$ cat config.mk
export PLATFORM = sky130hd
export DESIGN_NAME = any1_fetch_seq
export DESIGN_NICKNAME = d
export VERILOG_FILES = /design/src/rtl/any1_fetch_seq_pkg.sv /design/src/rtl/any1_fetch_seq_nextip.sv /design/src/rtl/any1_fetch_seq.sv
export SDC_FILE = /design/constraint.sdc
export NUM_CORES = 1
export LEC_CHECK = 0
export CAP_MARGIN = 20
export CORE_AREA = 5 5 454 456
export DETAILED_ROUTE_END_ITERATION = 8
export DIE_AREA = 0 0 459 461
export GPL_TIMING_DRIVEN = 0
export PLACE_DENSITY = 0.43
export REMOVE_ABC_BUFFERS = 1
export SYNTH_ARGS = -nofsm -noshare
export SYNTH_HDL_FRONTEND = slang
export SYNTH_SLANG_ARGS = --single-unit
export TNS_END_PERCENT = 20
$ cat constraint.sdc
create_clock -name clk_i -period 5.15 [get_ports clk_i]
set_input_delay 1.545 -clock clk_i [delete_from_list [all_inputs] [get_ports clk_i]]
set_output_delay 1.545 -clock clk_i [all_outputs]
set_load 0.005 [all_outputs]
$ cat src/rtl/any1_fetch_seq_pkg.sv
`default_nettype none
// ============================================================================
// Module      : any1_fetch_seq_pkg
// Description : Shared constants for the fetch sequencer: line geometry,
//               instruction size, fetch-state codes and aligner-input field
//               widths.
// Revision    : 1.0 - initial release
// ============================================================================
package any1_fetch_seq_pkg;

    // Cache line geometry and fixed instruction slot size
    localparam int LINE_BITS  = 512;
    localparam int LINE_OFS   = 6;
    localparam int INSN_BYTES = 8;

    // Fetch state codes
    localparam logic [2:0] ST_IDLE  = 3'd0;
    localparam logic [2:0] ST_REQ   = 3'd1;
    localparam logic [2:0] ST_WAIT  = 3'd2;
    localparam logic [2:0] ST_RUN   = 3'd3;
    localparam logic [2:0] ST_DRAIN = 3'd4;

    // Field widths of the aligner input bundle {line, ip, stream, pred, err}
    localparam int SIA_LINE_W = LINE_BITS;
    localparam int SIA_PRED_W = 1;
    localparam int SIA_ERR_W  = 1;

endpackage
`default_nettype wire

$ cat src/rtl/any1_fetch_seq_nextip.sv
`default_nettype none
// ============================================================================
// Module      : any1_fetch_nextip
// Description : Combinational next fetch IP (sequential +8 or predicted
//               target) and same-line test against the current IP.
// Revision    : 1.0 - initial release
// ============================================================================
module any1_fetch_nextip
    import any1_fetch_seq_pkg::*;
#(
    parameter int AWID = 32
) (
    input  logic [AWID-1:0] ip_i,
    input  logic            pred_taken_i,
    input  logic [AWID-1:0] pred_ip_i,
    output logic [AWID-1:0] next_ip_o,
    output logic            same_line_o
);

    // Pick the successor IP; low bits are carried through so misalignment is preserved
    always_comb begin
        next_ip_o   = pred_taken_i ? pred_ip_i : (ip_i + AWID'(INSN_BYTES));
        same_line_o = (next_ip_o[AWID-1:LINE_OFS] == ip_i[AWID-1:LINE_OFS]);
    end

endmodule
`default_nettype wire

$ cat src/rtl/any1_fetch_seq.sv
`default_nettype none
// ============================================================================
// Module      : any1_fetch_seq
// Description : Instruction-fetch sequencer. Holds the fetch IP and one
//               buffered cache line, requests lines with req/ack, presents
//               {line, ip, stream, pred, err} to the aligner with
//               valid/ready, and handles redirects including ones that
//               arrive while a cache request is in flight.
// Revision    : 1.0 - initial release
// ============================================================================
module any1_fetch_seq
    import any1_fetch_seq_pkg::*;
#(
    parameter int              AWID  = 32,
    parameter logic [AWID-1:0] RSTIP = AWID'(32'hFFFC0100),
    parameter int              SWID  = 4
) (
    input  logic                  clk_i,
    input  logic                  rst_ni,
    input  logic                  en_i,
    input  logic                  redirect_i,
    input  logic [AWID-1:0]       redirect_ip_i,
    input  logic                  pred_taken_i,
    input  logic [AWID-1:0]       pred_ip_i,
    output logic                  ic_req_o,
    output logic [AWID-1:0]       ic_adr_o,
    input  logic                  ic_ack_i,
    input  logic [LINE_BITS-1:0]  ic_line_i,
    input  logic                  ic_err_i,
    output logic                  out_valid_o,
    input  logic                  out_ready_i,
    output logic [SIA_LINE_W-1:0] out_line_o,
    output logic [AWID-1:0]       out_ip_o,
    output logic [SWID-1:0]       out_stream_o,
    output logic                  out_pred_o,
    output logic                  out_err_o
);

    logic [2:0]            state_q,  state_d;
    logic [AWID-1:0]       ip_q,     ip_d;
    logic [LINE_BITS-1:0]  line_q,   line_d;
    logic                  lv_q,     lv_d;
    logic                  err_q,    err_d;
    logic [SWID-1:0]       stream_q, stream_d;
    logic                  pred_q,   pred_d;
    logic                  req_q,    req_d;
    logic [AWID-1:0]       adr_q,    adr_d;

    logic [AWID-1:0]       w_next_ip;
    logic                  w_same_line;
    logic                  w_issue;

    function automatic logic [AWID-1:0] line_base(input logic [AWID-1:0] a);
        return {a[AWID-1:LINE_OFS], {LINE_OFS{1'b0}}};
    endfunction

    any1_fetch_nextip #(
        .AWID (AWID)
    ) u_nextip (
        .ip_i         (ip_q),
        .pred_taken_i (pred_taken_i),
        .pred_ip_i    (pred_ip_i),
        .next_ip_o    (w_next_ip),
        .same_line_o  (w_same_line)
    );

    // The line-valid flag is only ever set in RUN, so it doubles as out_valid
    assign w_issue = lv_q & out_ready_i;

    // Next-state logic: redirect overrides everything, otherwise walk the fetch FSM
    always_comb begin
        state_d  = state_q;
        ip_d     = ip_q;
        line_d   = line_q;
        lv_d     = lv_q;
        err_d    = err_q;
        stream_d = stream_q;
        pred_d   = pred_q;
        req_d    = req_q;
        adr_d    = adr_q;

        if (redirect_i) begin
            // An instruction issued in the same cycle still counts as taken downstream
            if (w_issue) begin
                pred_d = pred_taken_i;
            end
            ip_d     = redirect_ip_i;
            stream_d = stream_q + SWID'(1);
            lv_d     = 1'b0;
            err_d    = 1'b0;
            if (req_q && !ic_ack_i) begin
                // Request still in flight: keep req high and throw the answer away
                state_d = ST_DRAIN;
            end else begin
                state_d = ST_REQ;
                req_d   = 1'b1;
                adr_d   = line_base(redirect_ip_i);
            end
        end else begin
            case (state_q)
                ST_IDLE: begin
                    if (en_i) begin
                        state_d = ST_REQ;
                        req_d   = 1'b1;
                        adr_d   = line_base(ip_q);
                    end
                end
                ST_REQ, ST_WAIT: begin
                    if (ic_ack_i) begin
                        line_d  = ic_line_i;
                        lv_d    = 1'b1;
                        err_d   = ic_err_i;
                        req_d   = 1'b0;
                        state_d = ST_RUN;
                    end else if (state_q == ST_REQ) begin
                        state_d = ST_WAIT;
                    end
                end
                ST_DRAIN: begin
                    // Stale line consumed; req stays high for the redirected line
                    if (ic_ack_i) begin
                        state_d = ST_REQ;
                        adr_d   = line_base(ip_q);
                    end
                end
                ST_RUN: begin
                    if (w_issue) begin
                        pred_d = pred_taken_i;
                        if (err_q) begin
                            // Faulting line issues once, then park until redirected
                            lv_d = 1'b0;
                        end else begin
                            ip_d = w_next_ip;
                            if (!w_same_line) begin
                                lv_d = 1'b0;
                                if (en_i) begin
                                    state_d = ST_REQ;
                                    req_d   = 1'b1;
                                    adr_d   = line_base(w_next_ip);
                                end else begin
                                    state_d = ST_IDLE;
                                end
                            end
                        end
                    end
                end
                default: begin
                    state_d = ST_IDLE;
                end
            endcase
        end
    end

    // State and output registers
    always_ff @(posedge clk_i or negedge rst_ni) begin
        if (!rst_ni) begin
            state_q  <= ST_IDLE;
            ip_q     <= RSTIP;
            line_q   <= '0;
            lv_q     <= 1'b0;
            err_q    <= 1'b0;
            stream_q <= '0;
            pred_q   <= 1'b0;
            req_q    <= 1'b0;
            adr_q    <= '0;
        end else begin
            state_q  <= state_d;
            ip_q     <= ip_d;
            line_q   <= line_d;
            lv_q     <= lv_d;
            err_q    <= err_d;
            stream_q <= stream_d;
            pred_q   <= pred_d;
            req_q    <= req_d;
            adr_q    <= adr_d;
        end
    end

    assign ic_req_o     = req_q;
    assign ic_adr_o     = adr_q;
    assign out_valid_o  = lv_q;
    assign out_line_o   = line_q;
    assign out_ip_o     = ip_q;
    assign out_stream_o = stream_q;
    assign out_pred_o   = pred_q;
    assign out_err_o    = err_q;

endmodule
`default_nettype wire

* Yosys cells after proc, flatten, opt, wreduce, memory -nomap -nowiden
Index checks and enable logic that the tools add are counted.
** Word-level totals
- Bits of input ports :: 584
- Logic and storage cells :: 92
- Output and inout port bits :: 584
- Bits in registers :: 587
** Cells by class
- Reductions and logical operators :: 18
- Equal/unequal tests :: 16
- $add $sub $neg :: 2
- Bitwise logic cells :: 2
- Multiplexer cells :: 45
** Operators by type and width (count)
- 32-bit 2-to-1 mux :: 13
- 32-bit case mux with 3 select lines :: 1
- 32-bit by 4-bit adder with 32-bit output, second input constant :: 1
- 3-bit 2-to-1 mux :: 9
- 26-bit equality test :: 1
- 3-bit inequality test, second input constant :: 7
- 1-bit 2-to-1 mux :: 19
- 3-bit case mux with 4 select lines :: 1
- 6-bit AND reduction :: 2
- 4-bit inequality test, second input constant :: 2
- 8-bit AND reduction :: 1
- 2-bit nonzero test :: 4
- 4-bit nonzero test :: 2
- 3-bit by 2-bit equality test with 1-bit output, second input constant :: 2
- 3-bit AND reduction :: 2
- 4-bit by 1-bit adder with 4-bit output, second input constant :: 1
- 2-bit inequality test, second input constant :: 2
- 4-bit AND reduction :: 1
- 3-bit by 1-bit equality test with 1-bit output, second input constant :: 1
- 3-bit equality test, second input constant :: 1
- 3-bit logical NOT :: 1
- 1-bit case mux with 3 select lines :: 1
- 3-bit nonzero test :: 1
- 1-bit case mux with 2 select lines :: 1
- 6 further kinds :: 6

* Depth between registers and ports, before layout
Gate-level depths: netlist of run 1.
- Word-level depth :: 8
- Mapped depth :: 9
- Depth with buffers taken out :: 7

* By module
A second synthesis of run 1 with hierarchy kept.
** Second synthesis, totals
- Cell total of the unflattened synthesis :: 2722
- Area, all modules :: 24501.0 um2
** By module, submodules not included
- any1_fetch_seq :: seq. area each 14557.7 um2, instances 1, cells an instance 2539, area an instance 23266.1 um2
- any1_fetch_nextip :: seq. area each 0.0 um2, instances 1, cells an instance 183, area an instance 1234.9 um2

* Least setup slack after synthesis of run 1
Ideal clock, no wire load.
- Path type :: in2reg
- Start point :: input port redirect_i
- End point :: register adr_q[21], in the netlist ic_adr_o[21]
- Data arrival time :: 3.356 ns
- Data required time :: 5.025 ns
- Stages on the path :: 9
- Slack :: 1.670 ns
- Buffers on the path :: 3
- Path through :: clkbuf_1 nand4bb_1 buf_2 a221o_1 nor4_1 o21ai_0 o21ai_4 buf_6 mux2_2
** On the way
- Longest elaborated chain between the ends :: 2
- Elaborated cells between the ends (all ways) :: 10
- Classes of those cells :: 7 x eq/ne; 1 x mux; 2 x reduce/logical
** Ends and longest elaborated chain
- start, declared :: RTL line any1_fetch_seq.sv:21 : input logic redirect_i,
- 3-bit inequality test (no source line), or another cell as far along
- 8-bit AND reduction (no source line)
- end signal, assigned :: RTL line any1_fetch_seq.sv:175 : adr_q <= adr_d;
- end, declared :: RTL line any1_fetch_seq.sv:47 : logic [AWID-1:0] adr_q, adr_d;
Several ways; a longest one is shown, not always the timed one.
A chain may end at the register's enable or synchronous reset.

* Worst setup path after layout of run 1
- Start point :: input port redirect_i
- End point :: register adr_q[25], in the netlist ic_adr_o[25]
The elaborated chain is that of the path after synthesis.

==> results of run 1 <==
==> critical path: cells and delay by family <==
family,cells,cell delay (ps)
buffers and inverters,3,700
AOI/OAI and AO/OA,3,1080
and+or+nand+nor,2,850
muxes,1,350
==> worst max-delay path by stage <==
stage,to,slack (ps),cells after the start
floorplan,out_line_o[0]$_DFFE_PN0P_,-8580,2
global placement,out_line_o[73]$_DFFE_PN0P_,-29570,1
detailed placement,ic_adr_o[26]$_DFFE_PN0P_,370,9
CTS,ic_adr_o[21]$_DFFE_PN0P_,1170,9
global route,ic_adr_o[25]$_DFFE_PN0P_,870,9
finish,ic_adr_o[25]$_DFFE_PN0P_,1130,9
==> Yosys cell counts, drive strengths merged (4+ instances only) <==
master	number
dfrtp	566
inv	24
clkbuf	40
nand2b	5
and3	7
xor2	16
mux2	538
buf	78
nand2	61
a22o	4
a221oi	7
a21o	5
a31oi	18
a31o	4
nand3	19
o311ai	4
nor3	17
nand3b	5
nor4	9
mux2i	19
dfstp	15
o211ai	12
nor2	51
o21ai	34
xnor2	26
a21oi	31
o31a	5
a22oi	6
or3	5
o21a	5
nor2b	13
nand4	8
==> layer usage <==
layer / vias up / track usage / wire length, um
li1: 8393 / - / -
met5: - / 0 / 542
met4: 86 / 0.0375 / 4070
met2: 977 / 0.242 / 74900
met3: 319 / 0.0746 / 18200
met1: 9551 / 0.138 / 50900
==> final cells by class <==
type / instances / area [um^2] / share of cell area
diodes: 26 / 65.1 / 0.00155
clock buffers: 124 / 2490 / 0.0595
clock inverters: 31 / 427 / 0.0102
inverters: 25 / 93.8 / 0.00224
multi-input cells: 977 / 8810 / 0.210
flip-flops and latches: 581 / 14600 / 0.347
well taps: 2672 / 3340 / 0.0797
repair buffers: 1180 / 12100 / 0.289
==> flip-flops by register name (all words and copies together) (netlist names) <==
signal        flops
ic_adr_o         26
ic_req_o          1
out_err_o         1
out_ip_o         32
out_line_o      512
out_pred_o        1
out_stream_o      4
out_valid_o       1
state_q           3
==> metrics by stage <==
step                      hold slack [ps]  cell area (um^2)  setup WS (ps)   util  cells
after detailed placement              474             38900            373  0.193   5435
after global routing                  488             41900            874  0.208   5597
after CTS                             483             41900           1170  0.208   5590
after floorplan                       468             23400          -8580      -   1583
final                                 476             41900           1130  0.208   5616
after global placement                462             38400         -29570  0.191   5416
==> power by group <==
group | switching, mW | internal [mW]
sequential | 1.28 | 6.84
clock | 2.48 | 3.68
combinational | 4.39 | 6.37
==> cell families (layout without fill, tap and decap cells) <==
family                   Yosys count  count (layout)
multiplexers                     557             557
AO/OA/AOI/OAI                    156             156
adder cells (fa/ha/maj)            2               2
other                              1              32
AND/OR/NAND/NOR                  214             214
XOR/XNOR                          42              42
flip-flops                       581             581
buffers and inverters            143            1360
==> results.json, run 1 <==
{
  "status": "completed",
  "max_cap_violations": 0,
  "startpoint": "redirect_i",
  "setup_viol": 0,
  "cts_hold_buf": 0,
  "syn_area_mm2": 0.0240,
  "yosys_warnings": 0,
  "cts.path.max_buffers": 3,
  "synth_top_family_by_area": "multiplexers",
  "skew_ps": 27.0,
  "syn_avg_cell_area_um2": 14.1,
  "htree_levels": 3,
  "worst_pin_slew_ps": 927,
  "cts_made_buffers": 86,
  "start_util": 0.119,
  "boundaryPins": 1168,
  "coreArea_mm2": 0.201,
  "firstDrtPassIters": 5,
  "synth_xor_area_frac": 0.0153,
  "cts_sinks": 581,
  "track_usage": 0.136,
  "hold_violations": 0,
  "powerDensity_mw_per_mm2": 597,
  "layout_commonest_cell": "clkdlybuf4s50_1",
  "critPathMaxStageDelay_ps": 600,
  "worst_setup_path_end_kind": "register",
  "finalSetupTns_ps": 0,
  "drc": 0,
  "async_flop_share": 1.00,
  "critical_path_class": "in -> reg",
  "detail_route.iter0.violations": 831,
  "synth_edf_count": 0,
  "routabilityCongestion": 0.802,
  "worstPathMaxFanout": 76,
  "path_cells": "buf_4 -> buf_16 -> nand4bb_1 -> a221o_1 -> nor4_1 -> o21ai_0 -> o21ai_4 -> buf_12 -> mux2_2",
  "ir_drop_mv": 0.314,
  "hpwl_um": 122000,
  "antenna_left": 0,
  "grt_pass1_wl_um": 195000,
  "r2r_start": "state_q[0]$_DFFE_PN0P_",
  "relSlewSlack": 0.380,
  "cts_tree": "built",
  "min_to": "out_stream_o[3]$_DFFE_PN0P_",
  "r2r-end": "ic_adr_o[25]$_DFFE_PN0P_",
  "fmax_ghz": 0.249,
  "rows": 165,
  "drive_above_1_share": 0.249,
  "drt-wirelength-per-cell_um": 26.5,
  "yosysTopAreaCell": "dfrtp_1",
  "seq_area_frac_synth": 0.607,
  "synth-compound-area-share": 0.0438,
  "hold_start": "out_stream_o[3]$_DFFE_PN0P_",
  "clk_pin_slew_ps": 60,
  "rsz0062_at_grt": "no",
  "synthesis.instances": 1696,
  "crit_required_ps": 5730,
  "ctsResizeCount": 0,
  "drt-total-wl_um": 149000,
  "worstSkewPairLatency_ps": 690,
  "die_h_um": 461,
  "slowest_stage": "nand4bb_1",
  "synthAdderAreaFrac": 0.00104,
  "synth.top_cells.by_area": "dfrtp_1, mux2_2, dfstp_2, buf_2, nand2_1",
  "root_buffer": "clkbuf_16",
  "grt_max_degree": 103,
  "num_vias": 19300,
  "drt-vias-per-instance": 3.44,
  "synth_top_area_frac": 0.591,
  "port_buffers": 1161,
  "fin_crit_sh": 0.780,
  "post_cts_buffers": 0,
  "worstPathArrival_ps": 4600,
  "antenna_found_initial": 140,
  "slew_viol_final": 0,
  "area_delta_synth_final_pct": 74.9,
  "nets": 3437,
  "rrSetupSlack_ps": 2000,
  "gr-total-overflow": 0,
  "p_leak_nw": 16.5,
  "die_w_um": 459,
  "dieArea_mm2": 0.212,
  "hold_depth": 1,
  "period_minus_slack_ps": 4020,
  "grt_pass1_vias": 20500,
  "synth_simple_gate_area_share": 0.0445,
  "nFillCells": 21800,
  "yosysUniqueCellTypes": 62,
  "hold_class": "reg -> reg",
  "synth_seq_cells": 581,
  "start_kind": "input port",
  "final_cell_mix": "clkdlybuf4s50_1, dfrtp_1, mux2_2, clkbuf_16, nand2_1",
  "synth_flop_cell": "dfrtp_1",
  "muxShareOfSynthArea": 0.261,
  "r2r_cells": 7,
  "power_mw": 25.0
}
(Power assumes the default switching activity.)
==> run 2, diff against run 1 <==
--- a/config.mk
+++ b/config.mk
@@ -6,11 +6,11 @@
 export NUM_CORES = 1
 export LEC_CHECK = 0
 export CAP_MARGIN = 20
-export CORE_AREA = 5 5 454 456
+export CORE_AREA = 5 5 453 455
 export DETAILED_ROUTE_END_ITERATION = 8
-export DIE_AREA = 0 0 459 461
+export DIE_AREA = 0 0 458 460
 export GPL_TIMING_DRIVEN = 0
-export PLACE_DENSITY = 0.43
+export PLACE_DENSITY = 0.44
 export REMOVE_ABC_BUFFERS = 1
 export SYNTH_ARGS = -nofsm -noshare
 export SYNTH_HDL_FRONTEND = slang
==> constraint.sdc (replaced) <==
create_clock -name clk_i -period 3.53 [get_ports clk_i]
set_input_delay 1.059 -clock clk_i [delete_from_list [all_inputs] [get_ports clk_i]]
set_output_delay 1.059 -clock clk_i [all_outputs]
set_load 0.005 [all_outputs]
==> run 2 against run 1 <==
Largest power group unchanged. Largest cell class unchanged. Sequential share of layout area hardly changed. Global-route usage is essentially flat. Flip-flop and latch count did not move. Critical path depth did not move. Via count increased by 0.12%.
==> results.json, run 2 (same netlist as run 1, synthesis figures left out) <==
{
  "status": "completed",
  "coreArea_mm2": 0.201,
  "area_delta_synth_final_pct": 75.0,
  "worst_setup_path_end_kind": "register",
  "critPathMaxStageDelay_ps": 540,
  "grt_pass1_vias": 20100,
  "nFillCells": 21700,
  "period_minus_slack_ps": 3430,
  "ir_drop_mv": 0.402,
  "swShare": 0.325,
  "final_cell_mix": "clkdlybuf4s50_1, dfrtp_1, mux2_2, clkbuf_16, nand2_1",
  "r2r-end": "ic_adr_o[17]$_DFFE_PN0P_",
  "fin_crit_sh": 0.972,
  "grt_pass1_wl_um": 194000,
  "slew_viol_final": 0,
  "die_h_um": 460,
  "firstDrtPassIters": 5,
  "p_int_mw": 24.6,
  "hold_class": "in -> async",
  "htree_levels": 3,
  "root_buffer": "clkbuf_16",
  "rows": 165,
  "cts.path.max_buffers": 3,
  "r2r_cells": 7,
  "critical_path_class": "in -> reg",
  "p_switching_mw": 11.9,
  "dieArea_mm2": 0.211,
  "start_kind": "input port",
  "dpl-instance-area_mm2": 0.0390,
  "rrSetupSlack_ps": 550,
  "cts_sinks": 581,
  "drt-wirelength-per-cell_um": 26.3,
  "drt-total-wl_um": 148000,
  "slowest_stage": "nand4bb_2",
  "relSlewSlack": 0.350,
  "cts_hold_buf": 0,
  "stdcell_count": 5627,
  "power.clock.fraction": 0.244,
  "path_cells": "buf_4 -> buf_16 -> nand4bb_2 -> a221o_1 -> nor4_1 -> o21ai_0 -> o21ai_4 -> buf_12 -> mux2_2",
  "nets": 3444,
  "die_w_um": 458,
  "cts_tree": "built",
  "cts_made_buffers": 85,
  "p_leak_nw": 16.5,
  "final_area_mm2": 0.0420,
  "boundaryPins": 1168,
  "finalSetupTns_ps": 0,
  "placedCellCount": 5437,
  "crit_buf_inv": 3,
  "setup_viol": 0,
  "grt_max_degree": 89,
  "r2r_start": "state_q[0]$_DFFE_PN0P_",
  "worstPathMaxFanout": 65,
  "p_comb_frac": 0.430,
  "hpwl_um": 122000,
  "crit_required_ps": 4090,
  "antenna_left": 0,
  "crit_cells": 9,
  "max_cap_violations": 0,
  "drive_above_1_share": 0.250,
  "antenna_found_initial": 138,
  "start_util": 0.119,
  "powerDensity_mw_per_mm2": 869,
  "hold_violations": 0,
  "worst_pin_slew_ps": 973,
  "skew_ps": 14.7,
  "num_vias": 19300,
  "largest_reg_flops": 512,
  "multiInputGateArea_mm2": 0.00882,
  "startpoint": "redirect_i",
  "rsz0062_at_grt": "no",
  "drc": 0,
  "crit_family": "compound AO/OA/AOI/OAI gates",
  "drt-vias-per-instance": 3.44,
  "clk_pin_slew_ps": 60,
  "track_usage": 0.136,
  "fmax_ghz": 0.291,
  "detail_route.iter0.violations": 695,
  "worstPathArrival_ps": 3990,
  "power_frac_seq": 0.326,
  "endpoint": "ic_adr_o[17]$_DFFE_PN0P_",
  "layout_commonest_cell": "clkdlybuf4s50_1",
  "seqCellArea_mm2": 0.0146,
  "worstSkewPairLatency_ps": 690,
  "gr-total-overflow": 0,
  "port_buffers": 1161,
  "routabilityCongestion": 0.824
}
## run 2: changes by cell type in the layout (fill, tap and decap cells not counted), moves of 2 or more
cell	before	now
inv_6	0	6
clkbuf_8	20	15
buf_4	2	5
clkinv_4	1	4
clkinv_8	4	1
buf_12	1	3
clkbuf_1	18	20
clkinv_16	2	0
clkinv_2	14	12
clkinvlp_4	3	5
diode_2	26	28
## run 2: worst register-to-register path: stages, from the launching register on
cell and delay, ps:
dfrtp_1 600, nand4bb_2 430, a221o_1 410, nor4_1 270, o21ai_0 360, o21ai_4 290, buf_12 180, mux2_2 340
## run 2: worst min path at each step
stage / startpoint / to / cells past startpoint
floorplan: out_stream_o[3]$_DFFE_PN0P_ / out_stream_o[3]$_DFFE_PN0P_ / 1
global placement: out_stream_o[3]$_DFFE_PN0P_ / out_stream_o[3]$_DFFE_PN0P_ / 1
detailed placement: out_stream_o[3]$_DFFE_PN0P_ / out_stream_o[3]$_DFFE_PN0P_ / 1
CTS: rst_ni / ic_adr_o[30]$_DFFE_PN0P_ / 1
global route: rst_ni / ic_adr_o[30]$_DFFE_PN0P_ / 1
finish: rst_ni / ic_adr_o[30]$_DFFE_PN0P_ / 1
## run 2: repair_timing
item,4_1_cts,5_1_grt
pin swaps,2,0
setup endpoints to repair,26,24
setup buffers,5,0
resized for setup,1,1
cloned,1,0
## run 2: cell type report
| cell class | count | area share |
|---|---|---|
| multi-input cells | 978 | 0.210 |
| repair buffers | 1187 | 0.291 |
| well taps | 2672 | 0.0797 |
| clock inverters | 35 | 0.00981 |
| diodes | 28 | 0.00167 |
| clock buffers | 121 | 0.0580 |
| inverters | 25 | 0.00224 |
| flip-flops and latches | 581 | 0.347 |
## run 2: routing by layer
metal,vias up,share of wire,track usage
met5,-,0.0030,0
met4,72,0.023,0.0337
met3,313,0.12,0.0708
met2,1028,0.51,0.243
met1,9515,0.35,0.139
li1,8421,-,-
## run 2: power by group through the flow
stage	clock, mW	sequential (mW)	combinational [mW]
finish	8.91	11.9	15.7
global route	9.63	12.3	16.8
CTS	9.45	11.9	16.4
detailed placement	0	12.0	16.3
global placement	0	10.5	12.1
floorplan	0	11.9	4.77
## run 2: through the flow
step | hold slack (ps) | power [mW] | util | setup slack (ps)
after floorplan | 468 | 16.7 | - | -9720
after global placement | 466 | 22.5 | 0.191 | -30080
after detailed placement | 478 | 28.3 | 0.194 | -1240
after CTS | 285 | 37.8 | 0.209 | 39.8
after global routing | 354 | 38.7 | 0.209 | 30.3
final | 362 | 36.5 | 0.209 | 98.3
